--- src/rtl/alu_cmd_master_if.sv ---
// ALU serial command bus: two-beat opcode/operand
// stream out, done/result/overflow strobe back.
interface alu_cmd_master_if #(
  parameter int ALU_SIZE = 8
);
  logic                alu_opcode_valid;
  logic                alu_opcode;
  logic [ALU_SIZE-1:0] alu_data;
  logic                alu_done;
  logic [ALU_SIZE-1:0] alu_result;
  logic                alu_overflow;

  modport master (
    output alu_opcode_valid,
    output alu_opcode,
    output alu_data,
    input  alu_done,
    input  alu_result,
    input  alu_overflow
  );

  modport slave (
    input  alu_opcode_valid,
    input  alu_opcode,
    input  alu_data,
    output alu_done,
    output alu_result,
    output alu_overflow
  );
endinterface

--- src/rtl/alu_cmd_master.sv ---
// Serial ALU command initiator: parallel request in,
// two-beat command out, done/timeout response back.
module alu_cmd_master #(
  parameter int ALU_SIZE = 8,
  parameter int TIMEOUT  = 16
) (
  input  logic                clk,
  input  logic                reset,
  input  logic                req_valid,
  output logic                req_ready,
  input  logic [1:0]          req_op,
  input  logic [ALU_SIZE-1:0] req_a,
  input  logic [ALU_SIZE-1:0] req_b,
  alu_cmd_master_if.master    alu,
  output logic                rsp_valid,
  input  logic                rsp_ready,
  output logic [ALU_SIZE-1:0] rsp_result,
  output logic                rsp_overflow,
  output logic                rsp_timeout
);

  localparam int CW = $clog2(TIMEOUT);
  localparam logic [CW-1:0] LAST = CW'(TIMEOUT - 1);

  typedef enum logic [2:0] {
    IDLE,
    SEND_A,
    SEND_B,
    WAIT,
    RESP
  } state_t;

  state_t state_q, state_d;

  logic                req_ready_q, req_ready_d;
  logic                ov_q, ov_d;
  logic                opc_q, opc_d;
  logic [ALU_SIZE-1:0] data_q, data_d;
  logic                op1_q, op1_d;
  logic [ALU_SIZE-1:0] b_q, b_d;
  logic [CW-1:0]       cnt_q, cnt_d;
  logic                rv_q, rv_d;
  logic [ALU_SIZE-1:0] res_q, res_d;
  logic                ovf_q, ovf_d;
  logic                to_q, to_d;

  logic accept;
  assign accept = req_valid && req_ready_q;

  always_ff @(posedge clk) begin
    if (reset) begin
      state_q     <= IDLE;
      req_ready_q <= 1'b1;
      ov_q        <= 1'b0;
      opc_q       <= 1'b0;
      data_q      <= '0;
      op1_q       <= 1'b0;
      b_q         <= '0;
      cnt_q       <= '0;
      rv_q        <= 1'b0;
      res_q       <= '0;
      ovf_q       <= 1'b0;
      to_q        <= 1'b0;
    end else begin
      state_q     <= state_d;
      req_ready_q <= req_ready_d;
      ov_q        <= ov_d;
      opc_q       <= opc_d;
      data_q      <= data_d;
      op1_q       <= op1_d;
      b_q         <= b_d;
      cnt_q       <= cnt_d;
      rv_q        <= rv_d;
      res_q       <= res_d;
      ovf_q       <= ovf_d;
      to_q        <= to_d;
    end
  end

  always_comb begin
    state_d = state_q;
    unique case (state_q)
      IDLE:    if (accept) state_d = SEND_A;
      SEND_A:  state_d = SEND_B;
      SEND_B:  state_d = WAIT;
      WAIT: begin
        if (alu.alu_done || cnt_q == LAST)
          state_d = RESP;
      end
      RESP:    if (rsp_ready) state_d = IDLE;
      default: state_d = IDLE;
    endcase
  end

  // Outputs are computed one cycle early and registered.
  always_comb begin
    req_ready_d = (state_d == IDLE);
    rv_d        = (state_d == RESP);
    ov_d        = 1'b0;
    opc_d       = 1'b0;
    data_d      = '0;
    op1_d       = op1_q;
    b_d         = b_q;
    cnt_d       = '0;
    res_d       = res_q;
    ovf_d       = ovf_q;
    to_d        = to_q;
    unique case (state_q)
      IDLE: begin
        if (accept) begin
          ov_d   = 1'b1;
          opc_d  = req_op[0];
          data_d = req_a;
          op1_d  = req_op[1];
          b_d    = req_b;
        end
      end
      SEND_A: begin
        ov_d   = 1'b1;
        opc_d  = op1_q;
        data_d = b_q;
      end
      WAIT: begin
        cnt_d = cnt_q + CW'(1);
        if (alu.alu_done) begin
          res_d = alu.alu_result;
          ovf_d = alu.alu_overflow;
          to_d  = 1'b0;
        end else if (cnt_q == LAST) begin
          res_d = '0;
          ovf_d = 1'b0;
          to_d  = 1'b1;
        end
      end
      default: ;
    endcase
  end

  assign req_ready            = req_ready_q;
  assign alu.alu_opcode_valid = ov_q;
  assign alu.alu_opcode       = opc_q;
  assign alu.alu_data         = data_q;
  assign rsp_valid            = rv_q;
  assign rsp_result           = res_q;
  assign rsp_overflow         = ovf_q;
  assign rsp_timeout          = to_q;

endmodule

--- src/flat_wrapper.sv ---
// flat-port wrapper written by rule: the top's interface ports become plain ports
module alu_cmd_master_flat 
#(
  parameter int ALU_SIZE = 8,
  parameter int TIMEOUT  = 16
)
  (clk, reset, req_valid, req_ready, req_op, req_a, req_b, rsp_valid, rsp_ready, rsp_result, rsp_overflow, rsp_timeout, alu_alu_opcode_valid, alu_alu_opcode, alu_alu_data, alu_alu_done, alu_alu_result, alu_alu_overflow);
  alu_cmd_master_if #(.ALU_SIZE(ALU_SIZE)) alu_i ();
  input  logic clk;
  input  logic reset;
  input  logic req_valid;
  output logic req_ready;
  input  logic [1:0] req_op;
  input  logic [ALU_SIZE-1:0] req_a;
  input  logic [ALU_SIZE-1:0] req_b;
  output logic rsp_valid;
  input  logic rsp_ready;
  output logic [ALU_SIZE-1:0] rsp_result;
  output logic rsp_overflow;
  output logic rsp_timeout;
  output wire logic [$bits(alu_i.alu_opcode_valid)-1:0] alu_alu_opcode_valid;
  output wire logic [$bits(alu_i.alu_opcode)-1:0] alu_alu_opcode;
  output wire logic [$bits(alu_i.alu_data)-1:0] alu_alu_data;
  input wire logic [$bits(alu_i.alu_done)-1:0] alu_alu_done;
  input wire logic [$bits(alu_i.alu_result)-1:0] alu_alu_result;
  input wire logic [$bits(alu_i.alu_overflow)-1:0] alu_alu_overflow;
  assign alu_alu_opcode_valid = alu_i.alu_opcode_valid;
  assign alu_alu_opcode = alu_i.alu_opcode;
  assign alu_alu_data = alu_i.alu_data;
  assign alu_i.alu_done = alu_alu_done;
  assign alu_i.alu_result = alu_alu_result;
  assign alu_i.alu_overflow = alu_alu_overflow;
  alu_cmd_master #(.ALU_SIZE(ALU_SIZE), .TIMEOUT(TIMEOUT)) u_core (.clk(clk), .reset(reset), .req_valid(req_valid), .req_ready(req_ready), .req_op(req_op), .req_a(req_a), .req_b(req_b), .alu(alu_i), .rsp_valid(rsp_valid), .rsp_ready(rsp_ready), .rsp_result(rsp_result), .rsp_overflow(rsp_overflow), .rsp_timeout(rsp_timeout));
endmodule
--- config.mk ---
export PLATFORM = sky130hd
export DESIGN_NAME = alu_cmd_master_flat
export DESIGN_NICKNAME = d
export VERILOG_FILES = /design/src/rtl/alu_cmd_master_if.sv /design/src/rtl/alu_cmd_master.sv /design/src/flat_wrapper.sv
export SDC_FILE = /design/constraint.sdc
export NUM_CORES = 1
export LEC_CHECK = 0
export CAP_MARGIN = 15
export CORE_MARGIN = 2
export CORE_UTILIZATION = 45
export CTS_CLUSTER_SIZE = 30
export DETAILED_ROUTE_END_ITERATION = 6
export PLACE_DENSITY = 0.82
export RECOVER_POWER = 50
export REMOVE_ABC_BUFFERS = 1
export SLEW_MARGIN = 20
export SYNTH_ARGS = -nofsm -noshare
export SYNTH_HDL_FRONTEND = slang
export SYNTH_SLANG_ARGS = --single-unit
--- constraint.sdc ---
create_clock -name clk -period 2.8 [get_ports clk]
set_clock_uncertainty 0.05 [all_clocks]
set_input_delay 0.84 -clock clk [delete_from_list [all_inputs] [get_ports clk]]
set_output_delay 0.84 -clock clk [all_outputs]
set_load 0.1 [all_outputs]
==> impl_summary.md <==
Status
The run finished with clean final reports.

Clock network
The deepest clock path buffer count is 2. The clock latency on the worst-skew pair is 340 ps. The number of buffers inserted to repair setup after CTS is 0.

Clock tree synthesis selected as its root buffer the cell clkbuf_4. Clock-pin slew was measured on the worst setup and hold paths at 100 ps. The clock net in this run drives a total of 38 sinks. Buffers inserted to repair hold after CTS numbered 0. The number of H-tree levels is 2. The CTS tree is done. The total of cells resized after clock tree synthesis is 0. The number of buffers created by CTS is 5.

STA
Counting I/O delays and the setup requirement, the final critical path takes 2343 ps. The final number of setup-violating endpoints is 0. The final hold violation count is 0. The share of the clock period used by the worst path after layout is 0.8368. The summed negative setup slack over all endpoints is 0 ps. Setup repair after global routing left no endpoint under its margin.

The highest attainable clock frequency is 426.8 MHz. Measured against its own limit, the worst slew margin works out to 0.5344. The max-slew violation count is 0. For the pin with the worst max-slew slack, the measured transition is 698.4 ps.

GRT
The global-route wire length before repair is 4.595 mm. The initial antenna violation count is 0. Entering global routing, the biggest net connects 23 pins. After global routing, the most crowded layer is met2. The met3 routing resource usage after global routing is 0.08403. The via count of the first global-routing pass is 1042. In the global route stage, met2 resource usage came out at 0.2965. The overall track demand over capacity in global routing is 0.1743. After global routing the overflow that remains totals 0. The met1 global-route usage is 0.1884.

Synthesis
The total of flip-flops plus latches after synthesis is 38. The area fraction in compound gates after synthesis is 0.1796. The synthesized design contains 0 enable-type register cells. The biggest area contributor in the post-synthesis netlist is dfxtp_1. The number of library cell types mapped by synthesis is 33. Of the total synthesized cell area, the portion taken by AND, OR, NAND and NOR gates is 0.1856.

The share of the Yosys chip area taken by registers is 0.5201. Counting every instance in the synthesized netlist gives 124. Of the total synthesized cell area, the portion taken by full adders, half adders and majority gates is 0.008554. The count of warnings emitted by yosys is 0. The share of the synthesized netlist area taken by xor and xnor gates is 0.01198. The share of flip-flops with an asynchronous set or reset after synthesis is 0. In the synthesized netlist the dominant register cell turns out to be dfxtp_1. The netlist area before placement is 1463 um^2.

Of the post-synthesis cell area, the part taken by muxes is 0.06159. Ranked by total cell area, the synthesized netlist is headed by dfxtp_1, a22o_1, nand2b_1. After synthesis, the largest family of logic cells by area is simple AND/OR/NAND/NOR gates. A synthesized cell averages 11.80 um^2. Of the post-synthesis cell area, the dominant cell type holds 0.5201.

Cells and area
The fraction of layout instances using a drive strength above 1 is 0.2099. The number of antenna cells inserted is 0. The count of filler cells inserted in the layout is 275. The post-layout utilization of the core is 0.6545. In the layout the commonest cells are dfxtp_1, clkdlybuf4s50_1, buf_4.

The post-synthesis to final-layout area growth is 37.72%. At the end of the flow, the number of nets in the layout was 213. The most common cell after layout, fill and taps aside is dfxtp_1.

Routing
The post-detailed-route DRC marker count is 0. Once detail routing completed, the nets flagged for antenna violations numbered 0. Detailed routing inserted a total of 1142 vias.

The routed length per instance is 13.76 um. The number of design-rule violations left by the first detailed-router iteration is 28. The number of vias per cell is 5.076. The total wire length after detailed routing is 3.095 mm. The iteration count of the initial detailed-routing pass is 5.

Die
The number of placed I/O pins is 54. From left edge to right edge, the die measures 61.01 um. The floorplan step set the die height to 61.01 um. The number of rows in the core area is 20. The floorplan step defined a core boundary enclosing 3078 um^2.

For this configuration, the core starts out at a cell density of 0.4752. The die covers 3722 um^2.

Power and ir drop
The internal portion of the total power is 808.2 uW. Of the total power, the share spent switching nets is 0.3233. The maximum vdd drop is 341.6 uV. The net switching component of the power is 386.1 uW.

Of the total power, combinational logic draws 0.253. The leakage power summed over all cells is 0.0008002 uW. In this run the power density over the cells is 592.9 nW/um^2.

The proportion of power drawn by flip-flops and latches is 0.508. The clock power share is 0.240.

Critical path
The startpoint type of the worst setup path is an input port. STA classifies the critical path endpoint as a register. The maximum net fanout on the critical path is 10.

The start-to-end type of the worst setup path is input port to register. STA puts the critical path data required time at 3020 ps. The critical path data arrival time is 2560 ps.

Flow run
The count of maximum capacitance violations is 0.

Worst hold path
The class of the tightest hold or removal check is register to register.

Placement
The congestion estimate from routability-driven global placement came to 0.7064. The number of input and output port buffers inserted is 53. After legalization and detailed placement, the total HPWL measured 2.352 mm.
[cells by family (layout without fill, tap and decap cells)]
logic type / after synthesis / count (layout)
adders and majority gates: 1 / 1
AOI/OAI and AO/OA: 29 / 29
buffers and inverters: 8 / 65
DFF: 38 / 38
xor gates and xnor gates: 2 / 2
muxes: 9 / 9
and+or+nand+nor: 37 / 37
[sequential cells by signal, indices dropped and copies added (netlist names)]
register                     cells
u_core.alu.alu_data              8
u_core.alu.alu_opcode            1
u_core.alu.alu_opcode_valid      1
u_core.b_q                       8
u_core.cnt_q                     4
u_core.op1_q                     1
u_core.req_ready                 1
u_core.rsp_overflow              1
u_core.rsp_result                8
u_core.rsp_timeout               1
u_core.rsp_valid                 1
u_core.state_q                   3
[metal layers]
layer  part of all wire  wire (um)
met1               0.41       1262
met2               0.49       1521
met3              0.086        267
met4              0.014         43
met5                  0          0
[cells in the mapped netlist (2+ instances only)]
library cell and n:
mux2i_1 9, nor2_1 6, a22o_1 18, buf_4 2, a21oi_1 3, nand3_1 2, clkbuf_1 2, nand2_1 2
nand2b_1 18, buf_2 2, dfxtp_1 38
[final cells by class]
| cell class | instances | area [um^2] | share of cell area |
|---|---|---|---|
| well taps | 44 | 55.05 | 0.02733 |
| flip-flops and latches | 38 | 760.7 | 0.3776 |
| multi-input cells | 78 | 640.6 | 0.3180 |
| repair buffers | 56 | 494.2 | 0.2453 |
| clock buffers | 7 | 55.05 | 0.02733 |
| inverters | 1 | 3.754 | 0.001863 |
| clock inverters | 1 | 5.005 | 0.002484 |
[power groups by stage]
stage | registers [uW] | clock network, uW | logic (uW)
floorplan | 735 | 0 | 88.2
global placement | 618 | 0 | 304
detailed placement | 620 | 0 | 309
CTS | 608 | 298 | 310
global route | 612 | 332 | 315
finish | 606 | 286 | 302
[final timing paths]
kind                startpoint              end  slack (ps)  depth (start not counted)
min            u_core.cnt_q[0]  u_core.cnt_q[0]         400                          1
max reg2reg  u_core.state_q[0]    u_core.b_q[2]        1010                          4
max                  req_valid    u_core.b_q[2]         460                          5
min reg2reg    u_core.cnt_q[0]  u_core.cnt_q[0]         400                          1
[critical path: stages]
cell and delay, ps:
dlygate4sd3_1 570, nand3b_1 200, nor3_2 140, clkbuf_1 560, mux2i_1 250
[stage by stage]
| stage | hold WS, ps | total power, uW | area [um^2] | cells | worst slack [ps] |
|---|---|---|---|---|---|
| finish | 404.5 | 1194 | 2014 | 225 | 456.9 |
| global route | 436.6 | 1259 | 2014 | 225 | 391.8 |
| detailed placement | 388.7 | 929.3 | 1977 | 217 | 410.6 |
| floorplan | 367.9 | 823.2 | 1419 | 117 | 256.9 |
| global placement | 382.9 | 922.1 | 1977 | 217 | 470.1 |
| CTS | 409.4 | 1216 | 2037 | 225 | 770.3 |
Power figures use the tool's default switching activity.
